## config.mk

```make
export PLATFORM = sky130hd
export DESIGN_NAME = ws2812_encoder_flat
export DESIGN_NICKNAME = d
export VERILOG_FILES = /design/src/rtl/ws2812_encoder_if.sv /design/src/rtl/ws2812_encoder.sv /design/src/flat_wrapper.sv
export SDC_FILE = /design/constraint.sdc
export NUM_CORES = 1
export LEC_CHECK = 0
export CORE_UTILIZATION = 45
export CTS_BUF_LIST = sky130_fd_sc_hd__clkbuf_8 sky130_fd_sc_hd__clkbuf_16
export CTS_CLUSTER_SIZE = 20
export DETAILED_ROUTE_END_ITERATION = 12
export PLACE_DENSITY = 0.77
export SYNTH_ARGS = -nofsm -noshare
export SYNTH_HDL_FRONTEND = slang
export SYNTH_SLANG_ARGS = --single-unit
```

## constraint.sdc

```tcl
create_clock -name clock_12mhz -period 6.85 [get_ports clock_12mhz]
set_input_delay 0.685 -clock clock_12mhz [delete_from_list [all_inputs] [get_ports clock_12mhz]]
set_output_delay 0.685 -clock clock_12mhz [all_outputs]
set_load 0.01 [all_outputs]
```

## src/rtl/ws2812_encoder_if.sv

```systemverilog
// Connects the WS2812 encoder to the LED selector and the frame buffer.
// The line outputs (dout, busy, overrun) also travel here so one handle carries the whole block.
interface ws2812_encoder_if;
  logic        led_selected;
  logic [7:0]  led_counter;
  logic        done;
  logic [7:0]  pixel_addr;
  logic        pixel_rd;
  logic [23:0] pixel_data;
  logic        dout;
  logic        led_clock;
  logic        encoder_finished;
  logic        busy;
  logic        overrun;

  modport master (
    output led_selected, led_counter, done, pixel_data,
    input  pixel_addr, pixel_rd, dout, led_clock, encoder_finished, busy, overrun
  );

  modport slave (
    input  led_selected, led_counter, done, pixel_data,
    output pixel_addr, pixel_rd, dout, led_clock, encoder_finished, busy, overrun
  );
endinterface

```

## src/rtl/ws2812_encoder.sv

```systemverilog
// Serialises one 24-bit GRB pixel per LED into the WS2812 single-wire waveform.
// Every output is a flop computed from next-state values, so dout and led_clock are glitch-free.
module ws2812_encoder #(
  parameter int T0H_CYCLES   = 4,
  parameter int T1H_CYCLES   = 8,
  parameter int BIT_CYCLES   = 15,
  parameter int LATCH_CYCLES = 720
) (
  input logic             clock_12mhz,
  input logic             led_counter_reset,
  ws2812_encoder_if.slave bus
);

  typedef enum logic [2:0] {
    START, FETCH, CAPTURE, SEND, NEXT, IDLE_WAIT, LATCH, FINISHED
  } state_t;

  localparam logic [3:0] PHASE_LAST = 4'(BIT_CYCLES - 1);
  localparam logic [4:0] T0H        = 5'(T0H_CYCLES);
  localparam logic [4:0] T1H        = 5'(T1H_CYCLES);
  localparam logic [9:0] LATCH_LAST = 10'(LATCH_CYCLES - 1);
  localparam logic [4:0] LAST_BIT   = 5'd23;

  state_t      state, state_next;
  logic [3:0]  phase, phase_next;
  logic [4:0]  bit_cnt, bit_cnt_next;
  logic [23:0] shift, shift_next;
  logic [9:0]  latch_cnt, latch_cnt_next;
  logic        pending_led, pending_led_next;
  logic        pending_done, pending_done_next;
  logic [7:0]  pending_index, pending_index_next;
  logic        overrun, overrun_next;
  logic [7:0]  pixel_addr, pixel_addr_next;
  logic        pixel_rd, pixel_rd_next;
  logic        dout, dout_next;
  logic        led_clock, led_clock_next;
  logic        encoder_finished, encoder_finished_next;
  logic        busy, busy_next;

  always_ff @(posedge clock_12mhz or posedge led_counter_reset) begin
    if (led_counter_reset) begin
      state            <= START;
      phase            <= '0;
      bit_cnt          <= '0;
      shift            <= '0;
      latch_cnt        <= '0;
      pending_led      <= 1'b0;
      pending_done     <= 1'b0;
      pending_index    <= '0;
      overrun          <= 1'b0;
      pixel_addr       <= '0;
      pixel_rd         <= 1'b0;
      dout             <= 1'b0;
      led_clock        <= 1'b0;
      encoder_finished <= 1'b0;
      busy             <= 1'b0;
    end else begin
      // NOTE: non-blocking assignments so every flop samples the pre-edge values of the others.
      state            <= state_next;
      phase            <= phase_next;
      bit_cnt          <= bit_cnt_next;
      shift            <= shift_next;
      latch_cnt        <= latch_cnt_next;
      pending_led      <= pending_led_next;
      pending_done     <= pending_done_next;
      pending_index    <= pending_index_next;
      overrun          <= overrun_next;
      pixel_addr       <= pixel_addr_next;
      pixel_rd         <= pixel_rd_next;
      dout             <= dout_next;
      led_clock        <= led_clock_next;
      encoder_finished <= encoder_finished_next;
      busy             <= busy_next;
    end
  end

  always_comb begin
    // NOTE: every signal gets its hold value first, so no path through the case leaves one unassigned (no latch).
    state_next         = state;
    phase_next         = phase;
    bit_cnt_next       = bit_cnt;
    shift_next         = shift;
    latch_cnt_next     = latch_cnt;
    pending_led_next   = pending_led;
    pending_done_next  = pending_done;
    pending_index_next = pending_index;
    overrun_next       = overrun;
    pixel_addr_next    = pixel_addr;

    // Requests are latched in every state; a second request before the first is serviced is dropped.
    if (bus.led_selected) begin
      if (pending_led) begin
        overrun_next = 1'b1;
      end else begin
        pending_led_next   = 1'b1;
        pending_index_next = bus.led_counter;
      end
    end
    if (bus.done) pending_done_next = 1'b1;

    unique case (state)
      START: begin
        state_next      = FETCH;
        pixel_addr_next = bus.led_counter;
      end
      FETCH: state_next = CAPTURE;
      CAPTURE: begin
        shift_next   = bus.pixel_data;
        bit_cnt_next = LAST_BIT;
        phase_next   = '0;
        state_next   = SEND;
      end
      SEND: begin
        if (phase == PHASE_LAST) begin
          if (bit_cnt == 5'd0) begin
            state_next = NEXT;
          end else begin
            shift_next   = {shift[22:0], 1'b0};
            bit_cnt_next = bit_cnt - 5'd1;
            phase_next   = '0;
          end
        end else begin
          phase_next = phase + 4'd1;
        end
      end
      NEXT: state_next = IDLE_WAIT;
      IDLE_WAIT: begin
        // Looking at the next-flag values lets a pulse arriving here start FETCH on the following cycle.
        if (pending_led_next) begin
          state_next       = FETCH;
          pending_led_next = 1'b0;
          pixel_addr_next  = pending_index_next;
        end else if (pending_done_next) begin
          state_next        = LATCH;
          pending_done_next = 1'b0;
          latch_cnt_next    = '0;
        end
      end
      LATCH: begin
        if (latch_cnt == LATCH_LAST) state_next = FINISHED;
        else                         latch_cnt_next = latch_cnt + 10'd1;
      end
      FINISHED: state_next = FINISHED;
    endcase

    dout_next             = (state_next == SEND) &&
                            ({1'b0, phase_next} < (shift_next[23] ? T1H : T0H));
    pixel_rd_next         = (state_next == FETCH);
    led_clock_next        = (state_next == NEXT) || (state == NEXT);
    encoder_finished_next = (state_next == NEXT);
    busy_next             = !((state_next == IDLE_WAIT) || (state_next == FINISHED));
  end

  assign bus.pixel_addr       = pixel_addr;
  assign bus.pixel_rd         = pixel_rd;
  assign bus.dout             = dout;
  assign bus.led_clock        = led_clock;
  assign bus.encoder_finished = encoder_finished;
  assign bus.busy             = busy;
  assign bus.overrun          = overrun;

endmodule

```

## src/flat_wrapper.sv

```systemverilog
// flat-port wrapper written by rule: the top's interface ports become plain ports
module ws2812_encoder_flat 
#(
  parameter int T0H_CYCLES   = 4,
  parameter int T1H_CYCLES   = 8,
  parameter int BIT_CYCLES   = 15,
  parameter int LATCH_CYCLES = 720
)
  (clock_12mhz, led_counter_reset, bus_led_selected, bus_led_counter, bus_done, bus_pixel_data, bus_pixel_addr, bus_pixel_rd, bus_dout, bus_led_clock, bus_encoder_finished, bus_busy, bus_overrun);
  ws2812_encoder_if bus_i ();
  input logic clock_12mhz;
  input logic led_counter_reset;
  input wire logic [$bits(bus_i.led_selected)-1:0] bus_led_selected;
  input wire logic [$bits(bus_i.led_counter)-1:0] bus_led_counter;
  input wire logic [$bits(bus_i.done)-1:0] bus_done;
  input wire logic [$bits(bus_i.pixel_data)-1:0] bus_pixel_data;
  output wire logic [$bits(bus_i.pixel_addr)-1:0] bus_pixel_addr;
  output wire logic [$bits(bus_i.pixel_rd)-1:0] bus_pixel_rd;
  output wire logic [$bits(bus_i.dout)-1:0] bus_dout;
  output wire logic [$bits(bus_i.led_clock)-1:0] bus_led_clock;
  output wire logic [$bits(bus_i.encoder_finished)-1:0] bus_encoder_finished;
  output wire logic [$bits(bus_i.busy)-1:0] bus_busy;
  output wire logic [$bits(bus_i.overrun)-1:0] bus_overrun;
  assign bus_i.led_selected = bus_led_selected;
  assign bus_i.led_counter = bus_led_counter;
  assign bus_i.done = bus_done;
  assign bus_i.pixel_data = bus_pixel_data;
  assign bus_pixel_addr = bus_i.pixel_addr;
  assign bus_pixel_rd = bus_i.pixel_rd;
  assign bus_dout = bus_i.dout;
  assign bus_led_clock = bus_i.led_clock;
  assign bus_encoder_finished = bus_i.encoder_finished;
  assign bus_busy = bus_i.busy;
  assign bus_overrun = bus_i.overrun;
  ws2812_encoder #(.T0H_CYCLES(T0H_CYCLES), .T1H_CYCLES(T1H_CYCLES), .BIT_CYCLES(BIT_CYCLES), .LATCH_CYCLES(LATCH_CYCLES)) u_core (.clock_12mhz(clock_12mhz), .led_counter_reset(led_counter_reset), .bus(bus_i));
endmodule
```

* Yosys cells after proc, flatten, opt, wreduce, memory -nomap -nowiden *
Index checks and enable logic that the tools add are counted.
Widths: inputs -> output; s select.

cells by class
  equal/unequal tests = 20
  reduce and logical (&&, ||, !) cells = 13
  muxes and demuxes = 29
  order comparisons = 1
  $add $sub $neg = 3

operator list
  operator               count
  $mux 24                2
  $pmux 24 s2            1
  $mux 10                3
  $mux 8                 3
  $pmux 3 s8             1
  $eq 3x3->1 const B     7
  $pmux 10 s2            1
  $pmux 8 s2             1
  $mux 3                 5
  $mux 4                 3
  $add 10x1->10 const B  1
  $eq 10x10->1 const B   1
  $mux 5                 2
  $pmux 5 s2             1
  $eq 3x2->1 const B     3
  $pmux 4 s2             1
  $eq 3x1->1 const B     2
  $ne 2x1->1 const B     3
  $ne 2x2->1 const B     3
  $reduce_bool 2->1      3
  $logic_not 5->1        1
  $lt 4x5->1             1
  $mux 1                 5
  $sub 5x1->5 const B    1
  other kinds (9)        11

storage, ports and cells
  input port bits = 36
  logic and storage cells = 82
  output and inout port bits = 14
  bits in registers = 70

* Logic depth before layout (Yosys ltp) *
  word-level depth = 7
  gate-level depth with buffers = 10
  mapped depth without buffers = 9

* Worst setup path after synthesis *
OpenSTA, ideal clock, no wires.

  path kind = reg2reg
  start point = register u_core.bit_cnt[0]
  end point = register u_core.dout (netlist: u_core.bus.dout)
  required time = 6.755 ns
  stages on the path, launching flop included = 11
  path slack = 4.413 ns
  library setup time = 0.095 ns
  clock period less this slack = 2.437 ns
  path buffers = 1
  arrival = 2.342 ns
  cell sequence = dfrtp_1 inv_1 ha_1 or4b_4 buf_6 nand2_8 o211ai_1 a21oi_1 ha_1 or4_1 o31ai_1

on the way
  elaborated cells between the ends (all ways) = 14
  classes of those cells = order compare: 1; eq/ne: 1; mux: 10; reduce/logical: 2

RTL lines
  element                   line                   source
  from (decl)               ws2812_encoder.sv:26   logic [4:0] bit_cnt, bit_cnt_next;
  from (signal assigned)    ws2812_encoder.sv:61   bit_cnt <= bit_cnt_next;
  $logic_not 5->1           ws2812_encoder.sv:115  if (bit_cnt == 5'd0) begin
  $mux 4                    ws2812_encoder.sv:115
  $mux 4                    ws2812_encoder.sv:114  if (phase == PHASE_LAST) begin
  $pmux 4 s2                ws2812_encoder.sv:101  unique case (state)
  net u_core.phase_next[3]  ws2812_encoder.sv:25   logic [3:0] phase, phase_next;
  $lt 4x5->1                ws2812_encoder.sv:147  ({1'b0, phase_next} < (shift_next[23] ? T1H : T0H));
  $logic_and 1x1->1         ws2812_encoder.sv:146  dout_next = (state_next == SEND) &&
  net u_core.dout_next      ws2812_encoder.sv:35   logic dout, dout_next;
  to (signal assigned)      ws2812_encoder.sv:70   dout <= dout_next;
  to (decl)                 ws2812_encoder.sv:35

The timed path passes the listed nets, and every way through them passes these cells. The select of a mux whose other input is x is not followed.
A chain may end at the register's enable or synchronous reset.

* Final worst setup path *
  start point = register u_core.state[2]
  end point = register u_core.dout (netlist: u_core.bus.dout)

on the way
  cells in the longest elaborated chain, start to end = 5
  elaborated cells between the ends (all ways) = 20
  classes of those cells = order compare: 1; eq/ne: 8; mux: 9; reduce/logical: 2

RTL lines
  element                    line                   source
  from (decl)                ws2812_encoder.sv:24   state_t state, state_next;
  from (signal assigned)     ws2812_encoder.sv:59   state <= state_next;
  $eq 3x2->1                 ws2812_encoder.sv:101
  $pmux 24 s2 (*)            ws2812_encoder.sv:101
  net u_core.shift_next[23]  ws2812_encoder.sv:27   logic [23:0] shift, shift_next;
  $mux 4 (*)                 ws2812_encoder.sv:147
  $lt 4x5->1 (*)             ws2812_encoder.sv:147
  $logic_and 1x1->1 (*)      ws2812_encoder.sv:146
  net u_core.dout_next       ws2812_encoder.sv:35

The timed path passes the listed nets; every way through them passes the cells marked *.

==> run metrics <==
DRC marker count from the first detailed-route iteration=about 150; Final Cycle Share=0.387; Register Area=approximately 1800 um2; First-pass DRT Iterations=4; status=complete, no violations; hold-fix buffers at CTS=0; I/O pins=50; Slowest-stage cell, CP=dfrtp_1; setup TNS=0 ns; Nets=around 390; Post-synth EDFFs=0; leakage power=around 1.8 nW; RSZ-0062 raised after global routing=no; FP Rows=31; Max Freq=approximately 380 MHz; post-route ant nets=0; Setup Buffers After CTS=0; layout cells sized above 1=0.0986; Power Dens Cells=~210 nW/um2; die area=7940 um2; # fillers=roughly 660; slew margin rel.=0.240; CP Data Arrival Time=~2.9 ns; die width=89.1 um; aggregate global routing overflow=0; Syn Nets=351; Finish-stage setup viols=0; critical path class=register to register; largest family of logic cells by synthesized area=compound AO/OA/AOI/OAI gates; CTS tree=yes; Worst Hold Class=register to register; Final Max Tran Viols=0; Synth Area in Adders=0.0220; starting density of the core=0.468; CP Launch Point=u_core.state[2]; Post-Synth XOR/XNOR Area=0.00770; Worst Path Required=around 7.1 ns; Seq/Total Area, Yosys=0.513; buffer and inverter count on the worst path=1; number of vias per cell=approximately 5.5; synthesized area=between 3000 and 4000 um2; post-synthesis cell count=roughly 310; CTS H-tree lvls=3; Inserted Clock Buffers=9; die height=slightly below 90 um; cells along the critical path=nor2b_1 -> nand3_1 -> o211ai_1 -> inv_1 -> ha_1 -> or4_1 -> o31ai_1; Compound-Gate Fraction of Synth Area=0.185; post-synth cell types=54; Routability Congestion=approximately 0.81; post-synthesis simple-gate area fraction=0.170; detailed-route via count=2519; reg2reg start=u_core.state[2]; antenna violations before repair=0; pin count of the biggest net entering global routing=71; worst-margin pin slew=1.14 ns; CP top delay family=simple AND/OR/NAND/NOR gates; Worst path max stage delay=roughly 0.58 ns; Clk Latency, worst-skew pair=0.34 ns; Crit. End Element=register; drt total wl=between 6000 and 7000 um; GRT Total Usage=0.191; yosys warns=0; Top FF cell, synth=dfrtp_1; root buf cell=clkbuf_8; Final Util=0.571; Worst Hold Launch=u_core.bus.overrun; P&R area growth vs syn=22.0%; first-pass GRT wire length=approximately 11000 um; Worst Setup Start Kind=register; clk slew on worst S/H paths=approximately 0.080 ns; Synth Area per Inst=approximately 11 um2; count of final hold-check violations=0; post-route minimum period=2.65 ns; vias in the first global route=2469; Post-CTS Resized=0; CP max FO=19; # diodes=0; area occupied by multi-input gates=1520 um2; Post-synth ARST share=1.00; port bufs=approximately 50; DRC Markers=0; Routed WL per cell=~15 um; worst vdd ir=~0.12 mV; post-synthesis mux area share=0.0590; register bit count reported by yosys=70; MaxCap Viol Count=0; placed wire-length estimate=between 4000 and 5000 um; core area=approximately 7300 um2; clock buffer depth=2; Clock Sinks=70; skew final=~0.0094 ns
[metal layers]
metal,global-route usage,vias to the layer above,part of all wire
met5,0,-,0
met3,0.0342,14,0.043
li1,-,1220,-
met4,0.118,0,0.025
met2,0.293,67,0.47
met1,0.252,1218,0.46
[layout by cell type, fill, tap and decap left out, drive strengths merged, types with 4 or more instances in the layout]
cell           netlist  routed
o211ai               4       4
dfrtp               70      70
mux2                 9       9
inv                  8       8
a21oi               10      10
nand2               25      25
nor3                 4       4
ha                   6       6
and2                23      23
nand3                8       8
mux2i               10      10
and3                 4       4
a221o               22      22
nand4                4       4
nor2                12      12
clkdlybuf4s50        0      49
clkbuf               7      10
o21ai               16      16
[per-stage QoR]
step	hold slack, ns	area, um2	setup slack [ns]	std cells	power (W)
4_1_cts	0.471	4170	4.24	454	0.000891
3_3_place_gp	0.450	3920	4.18	438	0.000483
6_report	0.460	4170	4.20	454	0.000881
3_5_place_dp	0.448	3920	4.06	438	0.000485
5_1_grt	0.516	4170	3.97	454	0.000915
2_1_floorplan	0.470	3410	4.40	309	0.000457
[final timing paths]
check	to	slack, ns	cells past startpoint
min reg2reg	u_core.bus.overrun	0.46	1
min	u_core.bus.overrun	0.46	1
max	u_core.bus.dout	4.20	7
min in group asynchronous	u_core.shift[7]	0.93	3
max reg2reg	u_core.bus.dout	4.20	7
max in group asynchronous	u_core.bus.encoder_finished	5.38	3
[cell type report]
type                       count  area share
clock buffer                  10      0.0330
clock inverter                 6      0.0261
inverter                       8     0.00721
multi-input combinational    211       0.364
sequential                    70       0.421
tap                           99      0.0297
timing repair buffer          50       0.120
[cell families (layout without fill, tap and decap cells)]
family / after synthesis / in the layout
multiplexers: 19 / 19
buffers and inverters: 28 / 74
AO/OA/AOI/OAI: 82 / 82
adder cells (fa/ha/maj): 6 / 6
AND/OR/NAND/NOR: 101 / 101
XOR/XNOR: 3 / 3
flip-flops: 70 / 70
[sequential cells by signal (all words and copies together), names as in the netlist, 3 cells and up]
| register | cells |
|---|---|
| u_core.phase | 4 |
| u_core.state | 3 |
| u_core.bus.pixel_addr | 8 |
| u_core.shift | 24 |
| u_core.latch_cnt | 10 |
| u_core.bit_cnt | 5 |
| u_core.pending_index | 8 |
[worst register-to-register path, stage by stage (launching register included)]
cell and delay, ns:
dfrtp_1 0.58, nor2b_1 0.59, nand3_1 0.14, o211ai_1 0.28, inv_1 0.08, ha_1 0.30
or4_1 0.52, o31ai_1 0.08
[power breakdown]
group / internal [W] / total (W) / leakage (nW) / switching [W]
Combinational: 0.0000289 / 0.0000455 / 0.813 / 0.0000166
Clock: 0.000251 / 0.000405 / 0.126 / 0.000154
Sequential: 0.000425 / 0.000430 / 0.841 / 0.00000523
[cell usage after synthesis, drive strengths merged, types with 4 or more instances]
| library cell | instances | area share |
|---|---|---|
| a21oi | 10 | 0.015 |
| a221o | 22 | 0.064 |
| and2 | 23 | 0.042 |
| and3 | 4 | 0.0073 |
| buf | 13 | 0.027 |
| clkbuf | 7 | 0.0077 |
| dfrtp | 70 | 0.51 |
| ha | 6 | 0.022 |
| inv | 8 | 0.0088 |
| mux2 | 9 | 0.030 |
| mux2i | 10 | 0.029 |
| nand2 | 25 | 0.032 |
| nand3 | 8 | 0.012 |
| nand4 | 4 | 0.0073 |
| nor2 | 12 | 0.015 |
| nor3 | 4 | 0.0059 |
| o211ai | 4 | 0.0088 |
| o21ai | 16 | 0.023 |
Power figures use the tool's default switching activity.
